File: src/rtl/bcd_pkg.sv
// rtl/bcd_pkg.sv - shared BCD and 7-segment constants for the display scanner
package bcd_pkg;

    localparam int BCD_W = 4;

    // Segment order {g,f,e,d,c,b,a}, active high
    localparam logic [6:0] SEG_0     = 7'h3F;
    localparam logic [6:0] SEG_1     = 7'h06;
    localparam logic [6:0] SEG_2     = 7'h5B;
    localparam logic [6:0] SEG_3     = 7'h4F;
    localparam logic [6:0] SEG_4     = 7'h66;
    localparam logic [6:0] SEG_5     = 7'h6D;
    localparam logic [6:0] SEG_6     = 7'h7D;
    localparam logic [6:0] SEG_7     = 7'h07;
    localparam logic [6:0] SEG_8     = 7'h7F;
    localparam logic [6:0] SEG_9     = 7'h6F;
    localparam logic [6:0] SEG_DASH  = 7'h40;
    localparam logic [6:0] SEG_BLANK = 7'h00;

endpackage

File: src/rtl/bcd_to_seg7.sv
// rtl/bcd_to_seg7.sv - combinational BCD digit to 7-segment decoder, dash for 10..15
module bcd_to_seg7
    import bcd_pkg::*;
(
    input  logic [BCD_W-1:0] bcd_i,
    output logic [6:0]       seg_o
);

    always_comb begin
        seg_o = SEG_DASH;
        case (bcd_i)
            4'd0:    seg_o = SEG_0;
            4'd1:    seg_o = SEG_1;
            4'd2:    seg_o = SEG_2;
            4'd3:    seg_o = SEG_3;
            4'd4:    seg_o = SEG_4;
            4'd5:    seg_o = SEG_5;
            4'd6:    seg_o = SEG_6;
            4'd7:    seg_o = SEG_7;
            4'd8:    seg_o = SEG_8;
            4'd9:    seg_o = SEG_9;
            default: seg_o = SEG_DASH;
        endcase
    end

endmodule

File: src/rtl/bcd_seg_scanner.sv
// rtl/bcd_seg_scanner.sv - shadowed BCD digits scanned onto a multiplexed common-cathode display
module bcd_seg_scanner
    import bcd_pkg::*;
#(
    parameter int NUM_DIGITS = 4,
    parameter int SCAN_DIV   = 4
) (
    input  logic                        clk,
    input  logic                        rst,
    input  logic [BCD_W*NUM_DIGITS-1:0] bcd_in,
    input  logic                        load,
    input  logic                        blank_lz,
    output logic [6:0]                  seg,
    output logic [NUM_DIGITS-1:0]       digit_en,
    output logic                        err
);

    localparam int IDX_W = (NUM_DIGITS > 1) ? $clog2(NUM_DIGITS) : 1;
    localparam int PRE_W = (SCAN_DIV > 1) ? $clog2(SCAN_DIV) : 1;

    logic [BCD_W*NUM_DIGITS-1:0] shadow_q, shadow_d;
    logic [PRE_W-1:0]            presc_q, presc_d;
    logic [IDX_W-1:0]            idx_q, idx_d;
    logic [6:0]                  seg_q, seg_d;
    logic [NUM_DIGITS-1:0]       digit_en_q, digit_en_d;
    logic                        err_q, err_d;

    logic [BCD_W-1:0]            cur_digit;
    logic [6:0]                  dec_seg;
    logic [NUM_DIGITS-1:0]       upper_zero;
    logic                        cur_blank;
    logic                        run_zero;

    // upper_zero[i]: digits i..N-1 are all zero; an invalid code breaks the run
    always_comb begin
        cur_digit  = '0;
        cur_blank  = 1'b0;
        err_d      = 1'b0;
        upper_zero = '0;
        run_zero   = 1'b1;
        for (int i = NUM_DIGITS - 1; i >= 0; i--) begin
            run_zero      = run_zero && (shadow_q[BCD_W*i +: BCD_W] == '0);
            upper_zero[i] = run_zero;
            err_d         = err_d || (shadow_q[BCD_W*i +: BCD_W] > 4'd9);
        end
        for (int i = 0; i < NUM_DIGITS; i++) begin
            if (idx_q == IDX_W'(i)) begin
                cur_digit = shadow_q[BCD_W*i +: BCD_W];
                cur_blank = blank_lz && (i != 0) && upper_zero[i];
            end
        end
    end

    bcd_to_seg7 u_dec (
        .bcd_i (cur_digit),
        .seg_o (dec_seg)
    );

    always_comb begin
        shadow_d   = load ? bcd_in : shadow_q;
        presc_d    = presc_q + PRE_W'(1);
        idx_d      = idx_q;
        seg_d      = cur_blank ? SEG_BLANK : dec_seg;
        digit_en_d = NUM_DIGITS'(1) << idx_q;
        if (presc_q == PRE_W'(SCAN_DIV - 1)) begin
            presc_d = '0;
            idx_d   = (idx_q == IDX_W'(NUM_DIGITS - 1)) ? '0 : idx_q + IDX_W'(1);
        end
    end

    always_ff @(posedge clk) begin
        if (!rst) begin
            shadow_q   <= '0;
            presc_q    <= '0;
            idx_q      <= '0;
            seg_q      <= SEG_BLANK;
            digit_en_q <= '0;
            err_q      <= 1'b0;
        end else begin
            shadow_q   <= shadow_d;
            presc_q    <= presc_d;
            idx_q      <= idx_d;
            seg_q      <= seg_d;
            digit_en_q <= digit_en_d;
            err_q      <= err_d;
        end
    end

    assign seg      = seg_q;
    assign digit_en = digit_en_q;
    assign err      = err_q;

endmodule

File: config.mk
export PLATFORM = sky130hd
export DESIGN_NAME = bcd_seg_scanner
export DESIGN_NICKNAME = d
export VERILOG_FILES = /design/src/rtl/bcd_pkg.sv /design/src/rtl/bcd_to_seg7.sv /design/src/rtl/bcd_seg_scanner.sv
export SDC_FILE = /design/constraint.sdc
export NUM_CORES = 1
export LEC_CHECK = 0
export ABC_AREA = 0
export CAP_MARGIN = 30
export CORE_MARGIN = 4
export CORE_UTILIZATION = 30
export DETAILED_ROUTE_END_ITERATION = 8
export HOLD_SLACK_MARGIN = 0.05
export PLACE_DENSITY = 0.61
export SYNTH_ARGS = -nofsm -noshare
export SYNTH_HDL_FRONTEND = slang
export SYNTH_SLANG_ARGS = --single-unit
File: constraint.sdc
create_clock -name clk -period 3.1 [get_ports clk]
set_clock_uncertainty 0.15 [all_clocks]
set_input_delay 0.775 -clock clk [delete_from_list [all_inputs] [get_ports clk]]
set_output_delay 0.775 -clock clk [all_outputs]
set_load 0.05 [all_outputs]
==> results.toml, run 1 <==
[flow_run]
cap_violations = 0

[cts]
insertion_delay_ns = 0.29
cts_num_sinks = 32
cts_hold_buf = 0
cts_buffers = 5
clk_path_buf_depth = 2
htree_levels = 2
cts_tree = "built"
post_cts_resized = 0
clk_pin_slew_ns = 0.06
post_cts_buffers = 0
cts_root_buf = "clkbuf_8"

[worst_setup_path]
cp_num_buf_inv = 2
crit_arrival_ns = 2.80
path_cells = "inv_1, ha_1, a211o_2, o221ai_1, inv_1, ha_1, or4_1, o31ai_1"
crit_type = "flip-flop to flip-flop"
reg2reg_from = "idx_q[0]$_SDFFE_PN0P_"
cp_top_family = "compound AO/OA/AOI/OAI gates"
cp-start-kind = "flip-flop"
r2r_end = "seg[5]$_SDFF_PP0_"
critPathMaxFanout = 8
cp_slowest_stage_delay_ns = 0.50
cp-end-kind = "flip-flop"
r2r_slack_ns = 0.35
worst-endpoint-required_ns = 3.15
r2r_cells = 8
critical-path-slowest-cell = "or4_1"

[power]
p_leak_uw = 0.000811
pwr_density_cell_mw_per_mm2 = 509
ir_drop_mv = 0.187

[timing]
finalWorstSetupSlack_ns = 0.350
setup_tns_ns = 0
slew_violations = 0
max_slew_margin_pct = 65.7
min_period_ns = 2.75
max_freq_ghz = 0.364
rsz0062_at_grt = "false"
setup_viol = 0
fin_crit_sh_pct = 88.7
tightest_slew_ns = 0.515
hold_viol_final = 0

[synthesis]
synth_edf_count = 0
syn_nets = 181
syn_inst = 150
synth_top_area_share_pct = 42.5
yosysMostFrequentCell = "dfxtp_1"
synth_common_cells = "dfxtp_1 (32), nor2_1 (19), mux2i_1 (17)"
async_flop_share_pct = 0
yosysSeqAreaShare_pct = 42.5
yosys_warnings = 0
synth_cell_type_count = 44
synth_seq_cells = 32
synth_ff_type = "dfxtp_1"
syn-cell-area_mm2 = 0.00151
avgSynthCellArea_um2 = 10.1
yosys-top-cells-area = "dfxtp_1 (42%), mux2i_1 (11%), ha_1 (9.1%)"
synth_top_area_cell = "dfxtp_1"

[die]
start_util_pct = 31.5
core_mm2 = 0.00479
die_area_mm2 = 0.00623
die_w_um = 78.9
rows = 25
die_h_um = 78.9
io_pins = 32

[placement]
dp.final_hpwl_mm = 2.38
dp.cells = 245
place_area_mm2 = 0.00189
place_congestion = 0.784
dp_slack_ns = 0.362
io_buffers = 31

[finish]
drive_above_1_share_pct = 11.3
area_delta_synth_final_pct = 31.3
fin_cells = 253
stdcell_area_mm2 = 0.00198
fin_nets = 216
fin_util_pct = 41.4
fillers = 461
antenna_cells = 0

[routing]
dr_total_vias = 1207
drcViolationCount = 0
drtIter0Drc = 95
avgRoutedWirePerCell_um = 13.0
vias_per_cell = 4.77
ant_nets = 0
wirelength_mm = 3.29
first_pass_iters = 4

[grt]
grt_max_degree = 17
grt-ovfl-total = 0
grt_pass1_vias = 1174
grt_pass1_wl_mm = 5.66
grt_usage_pct = 11.7
antenna_found_initial = 0

[worst_hold_path]
whs_path_depth = 1
hold_path_startpoint = "presc_q[0]$_SDFF_PP0_"
min_to = "presc_q[0]$_SDFF_PP0_"
min_path_type = "flip-flop to flip-flop"

[run_status]
status = "finished clean"
[layout by cell type, fill, tap and decap left out, types with 3 or more instances in the layout]
cell	n
dfxtp_1	32
inv_1	5
nor4_1	3
mux2i_1	17
clkdlybuf4s50_1	31
clkbuf_8	6
nor2_1	19
o31ai_1	3
ha_1	11
nor3_1	5
a21oi_1	5
nand3_1	3
o21ai_0	4
[metal layers]
metal	vias up	part of all wire (%)	GRT usage (%)
met4	0	2.9	6.70
met3	8	4.6	2.38
met5	-	0	0
met1	554	49	16.1
li1	614	-	-
met2	31	44	17.0
[power by group]
part	switching (uW)	internal [uW]	total [uW]
Clock	148	181	329
Sequential	18.0	443	461
Combinational	121	96.7	218
Total	287	721	1010
[per-stage QoR]
stage / power (uW) / hold slack [ns]
4_1_cts: 1020 / 0.275
6_report: 1010 / 0.272
5_1_grt: 1060 / 0.310
3_3_place_gp: 689 / 0.258
3_5_place_dp: 689 / 0.267
2_1_floorplan: 611 / 0.248
[layout make-up]
class / count / area (um2) / share of cell area [%]
Timing Repair Buffer: 33 / 325 / 16.4
Clock buffer: 8 / 90.1 / 4.55
Sequential cell: 32 / 641 / 32.3
Multi-Input combinational cell: 107 / 818 / 41.3
Tap cell: 67 / 83.8 / 4.23
Inverter: 6 / 22.5 / 1.14
[state kept, by name, indices dropped and copies added, names as in the netlist]
signal and count:
presc_q 2, shadow_q 16, digit_en 4, seg 7, err 1, idx_q 2
[how the worst max path moves through the flow]
stage                             end                  start  slack, ns  depth (start not counted)
floorplan           seg[5]$_SDFF_PP0_  idx_q[0]$_SDFFE_PN0P_       0.61                          8
global placement    seg[5]$_SDFF_PP0_  idx_q[1]$_SDFFE_PN0P_       0.46                          8
detailed placement  seg[5]$_SDFF_PP0_  idx_q[0]$_SDFFE_PN0P_       0.36                          8
CTS                 seg[5]$_SDFF_PP0_  idx_q[0]$_SDFFE_PN0P_       0.35                          8
global route        seg[5]$_SDFF_PP0_  idx_q[1]$_SDFFE_PN0P_       0.12                          8
finish              seg[5]$_SDFF_PP0_  idx_q[0]$_SDFFE_PN0P_       0.35                          8
[cell families (layout without fill, tap and decap cells)]
kind of cell	count (synthesis)	after routing	synth area share, %
simple gates	50	50	18.9
buf+inv	11	47	3.32
mux	18	18	12.0
compound gates	28	28	14.2
fa+ha+maj	11	11	9.12
flops	32	32	42.5
(Power assumes the default switching activity.)
==> inputs of run 2 (changes only) <==
Settings changed: TNS_END_PERCENT set to 1.
==> results of run 2 <==
Same layout as run 1: the final DEF is identical, and so are final timing and power.
==> inputs of run 3 (changes only) <==
Settings changed: CTS_BUF_LIST set to sky130_fd_sc_hd__clkbuf_8, SLEW_MARGIN set to 20.
==> results.toml, run 3 (synthesis gave the netlist of run 1 again) <==
[timing]
min_period_ns = 2.75
setup_tns_ns = 0
max_freq_ghz = 0.364
rsz0062_at_grt = "false"
setup_viol = 0
fin_hold_ws_ns = 0.271
slew_violations = 0
tightest_slew_ns = 0.515
max_slew_margin_pct = 65.7
hold_viol_final = 0
fin_crit_sh_pct = 88.7

[finish]
fillers = 461
area_delta_synth_final_pct = 31.3
drive_above_1_share_pct = 11.3
regMostFlops = "shadow_q"
antenna_cells = 0
largest_reg_flops = 16
fin_nets = 216
final_cell_mix = "dfxtp_1 (32), clkdlybuf4s50_1 (31), nor2_1 (19)"
layout_commonest_cell = "dfxtp_1"

[cts]
cts_hold_buf = 0
clk_path_buf_depth = 2
post_cts_buffers = 0
cts_tree = "built"
insertion_delay_ns = 0.29
cts_num_sinks = 32
clk_pin_slew_ns = 0.06
post_cts_resized = 0
cts_root_buf = "clkbuf_8"
htree_levels = 2
cts_buffers = 5

[worst_setup_path]
worst-endpoint-required_ns = 3.15
critPathMaxFanout = 8
endpoint = "seg[5]$_SDFF_PP0_"
cp-end-kind = "flip-flop"
crit_type = "flip-flop to flip-flop"
r2r_cells = 8
cp-start-kind = "flip-flop"
r2r_slack_ns = 0.35
reg2reg_from = "idx_q[0]$_SDFFE_PN0P_"
crit_arrival_ns = 2.80
r2r_end = "seg[5]$_SDFF_PP0_"
startpoint = "idx_q[0]$_SDFFE_PN0P_"

[power]
power_frac_comb_pct = 21.8
p_switching_uw = 286
pwr-share-clk_pct = 32.0
p_sw_share_pct = 28.6
p_seq_share_pct = 46.2
ir_drop_mv = 0.185
p_leak_uw = 0.000820
pwr_density_cell_mw_per_mm2 = 505
intPower_uw = 714

[flow_run]
cap_violations = 0

[routing]
drcViolationCount = 0
drtIter0Drc = 99
first_pass_iters = 4
avgRoutedWirePerCell_um = 13.0
vias_per_cell = 4.79
ant_nets = 0
wirelength_mm = 3.28
dr_total_vias = 1211

[die]
rows = 25
io_pins = 32
die_area_mm2 = 0.00623
die_w_um = 78.9
start_util_pct = 31.5
core_mm2 = 0.00479
die_h_um = 78.9

[placement]
place_congestion = 0.784
dp.final_hpwl_mm = 2.38
io_buffers = 31

[grt]
antenna_found_initial = 0
grt-ovfl-total = 0
grt_pass1_vias = 1174
grt_usage_pct = 11.7
grt_pass1_wl_mm = 5.66
grt_max_degree = 17

[run_status]
status = "finished clean"

[worst_hold_path]
min_path_type = "flip-flop to flip-flop"
run 3: power by group through the flow:
stage / clock network, uW / registers, uW / logic, uW
finish: 320 / 461 / 218
global route: 350 / 466 / 237
CTS: 328 / 462 / 220
detailed placement: 0 / 471 / 218
global placement: 0 / 470 / 218
floorplan: 0 / 519 / 92.2
run 3: cell type report:
cell class                 count  area [um2]  area share [%]
sequential                    32         641            32.3
multi-input combinational    107         818            41.3
timing repair buffer          33         325            16.4
clock inverter                 2        7.51           0.379
clock buffer                   6        82.6            4.17
tap                           67        83.8            4.23
inverter                       6        22.5            1.14
run 3: worst min-delay path by stage:
stage                          start  cells after the start  slack, ns                     to
6_report       presc_q[0]$_SDFF_PP0_                      1       0.27  presc_q[0]$_SDFF_PP0_
5_1_grt        presc_q[0]$_SDFF_PP0_                      1       0.31  presc_q[0]$_SDFF_PP0_
4_1_cts        presc_q[0]$_SDFF_PP0_                      1       0.28  presc_q[0]$_SDFF_PP0_
3_5_place_dp   presc_q[0]$_SDFF_PP0_                      1       0.27  presc_q[0]$_SDFF_PP0_
3_3_place_gp   presc_q[0]$_SDFF_PP0_                      1       0.26  presc_q[0]$_SDFF_PP0_
2_1_floorplan  presc_q[0]$_SDFF_PP0_                      1       0.25  presc_q[0]$_SDFF_PP0_
run 3: worst max-delay path, cell delays in order, from the launching register on:
cell	delay, ns
dfxtp_1	0.41
inv_1	0.13
ha_1	0.30
a211o_2	0.33
o221ai_1	0.41
inv_1	0.13
ha_1	0.22
or4_1	0.50
o31ai_1	0.07
run 3: through the flow:
stage                     cells  total power [uW]  area, um2  setup slack, ns  util, %
final                       253              1000       1980            0.351     41.4
after global routing        253              1050       1980            0.124     41.4
after CTS                   253              1010       1980            0.347     41.4
after detailed placement    245               689       1890            0.362     39.5
after global placement      245               689       1890            0.457     39.5
after floorplan             150               611       1510            0.612        -
run 3: per-layer routing:
metal | share of wire (%) | vias up | global-route usage (%)
met3 | 5.0 | 8 | 2.38
met1 | 48 | 555 | 16.1
met2 | 44 | 35 | 17.0
li1 | - | 613 | -
met4 | 2.8 | 0 | 6.70
met5 | 0 | - | 0
==> edit (config.mk and constraints of run 2) <==
Remove the register `seg_q`: a continuous assignment takes its place, so the output `seg` follows one clock earlier.
--- a/src/rtl/bcd_seg_scanner.sv
+++ b/src/rtl/bcd_seg_scanner.sv
@@ -75,3 +75,2 @@
             idx_q      <= '0;
-            seg_q      <= SEG_BLANK;
             digit_en_q <= '0;
@@ -82,3 +81,2 @@
             idx_q      <= idx_d;
-            seg_q      <= seg_d;
             digit_en_q <= digit_en_d;
@@ -87,2 +85,4 @@
     end
+
+    assign seg_q = seg_d;
 
Behaviour: not the same (a bounded check fails within 4 cycles, from zero or initial values and one cycle with rst low).
==> edit against run 2 <==
The run now ends with negative setup slack left. Sequential cell count shrank 7. Cell area grew 4.0%. Total power shrank 15%. Count of clock-buffer cells in the layout shrank 5. First-iteration DRC count shrank 76%. Clock power shrank 43%. Synthesized area shrank 7.2%. Register-to-register slack gained 1500 ps. Worst setup slack lost 490 ps. Routed wire length grew 6.2%. Largest power group unchanged.
==> edit: results (changes against run 2) <==
Status -> complete, but fails checks (was completed)
Failing checks -> negative setup slack
Placed Cells -> 230 (was 245)
Top cells by area, synth -> dfxtp_1, mux2i_1, ha_1 (unchanged)
First-pass GRT wire length -> 5580 um (was 5660 um)
Area growth from synthesis to final layout -> 47.2% (was 31.3%)
Post-cts resize count -> 15 (was 0)
Avg WL per Cell -> 14.2 um (was 13.0 um)
Seq power -> 357 uW (was 461 uW)
Fin worst setup slack -> -145 ps (was 350 ps)
R2R setup slack -> 1820 ps (was 350 ps)
Post-DR vias/cell -> 4.97 (was 4.77)
Final setup violation count -> 7 (was 0)
Met2 GRT Util -> 20.7% (was 17.0%)
Share of flip-flops with an asynchronous set or reset -> 0% (unchanged)
Iter 0 DRT Violations -> 23 (was 95)
Num CTS Buffers -> 3 (was 5)
Post-route non-filler standard cell count -> 246 (was 253)
Filler cell count -> 443 (was 461)
Layout cells sized above 1 -> 30.4% (was 11.3%)
Mapped Nets -> 179 (was 181)
Leakage -> 0.869 nW (was 0.811 nW)
CP max FO -> 6 (was 8)
Logic gate share of total power -> 36.6% (was 21.6%)
Synth Area in Compound Gates -> 16.7% (was 14.2%)
Ranking of synthesized cells by instance count -> dfxtp_1, nor2_1, mux2i_1 (unchanged)
Int Power -> 576 uW (was 721 uW)
Routability cong. -> 0.886 (was 0.784)
Mux contribution to synthesized area -> 12.9% (was 12.0%)
Wl on met1 -> 1490 um (was 1610 um)
Dpl cell area -> 1850 um^2 (was 1890 um^2)
Pin count of the biggest net entering global routing -> 26 (was 17)
Worst skew pair latency -> 260 ps (was 290 ps)
Vias in the first global route -> 1232 (was 1174)
Sequential cell area fraction in the yosys report -> 35.7% (was 42.5%)
CP Data Arrival Time -> 2320 ps (was 2800 ps)
Critical Path Start -> idx_q[1] (was idx_q[0])
Rel. slew slack -> 66.5% (was 65.7%)
Met3 WL -> 116 um (was 152 um)
Yosys cell types -> 37 (was 44)
Grt met1 use -> 13.4% (was 16.1%)
HPWL after DPL -> 2590 um (was 2380 um)
GR Util met3 -> 2.01% (was 2.38%)
Worst vdd ir -> 0.000247 V (was 0.000187 V)
Critical path's slowest cell -> dfxtp_4 (was or4_1)
Hold Slack -> 289 ps (was 272 ps)
Setup TNS -> -671 ps (was 0 ps)
Worst slack at placement -> -22.3 ps (was 362 ps)
Pwr Total -> 860 uW (was 1.01 mW)
GRT Util Overall -> 11.4% (was 11.7%)
Setup Fix Bufs, Post-CTS -> 10 (was 0)
Clk slew on worst S/H paths -> 80 ps (was 60 ps)
Metal2 WL -> 1840 um (was 1440 um)
Slowest stage delay, CP -> 390 ps (was 500 ps)
Mean Syn Cell Area -> 9.46 um^2 (was 10.1 um^2)
Post-Synth Adder-Cell Area -> 9.83% (was 9.12%)
H-tree depth -> 1 (was 2)
==> edit: cell count changes in the layout (fill, tap and decap cells not counted), moves of 4 or more <==
cell             change
buf_6                +6
clkdlybuf4s50_1      -7
dfxtp_1              -9
ha_1                 -7
ha_4                 +4
buf_4               +15
==> edit: final cells by class <==
class | instances | share of cell area, %
Inverter | 9 | 1.88
Clock buffer | 3 | 2.00
Sequential cell | 25 | 24.7
Timing Repair Buffer | 49 | 22.3
Clock inverter | 1 | 0.243
Multi-Input combinational cell | 107 | 45.7
Tap cell | 52 | 3.16
==> edit: logic make-up (layout without fill, tap and decap cells) <==
family                     Yosys count  in the layout
DFF                                 25             25
AOI/OAI and AO/OA                   31             31
and+or+nand+nor                     47             47
adders and majority gates           11             11
muxes                               18             18
buffers and inverters               16             62
==> edit: final timing paths <==
check,end,depth (start not counted)
min reg2reg,presc_q[0],1
max,seg[0],10
min,presc_q[0],1
max reg2reg,idx_q[0],5
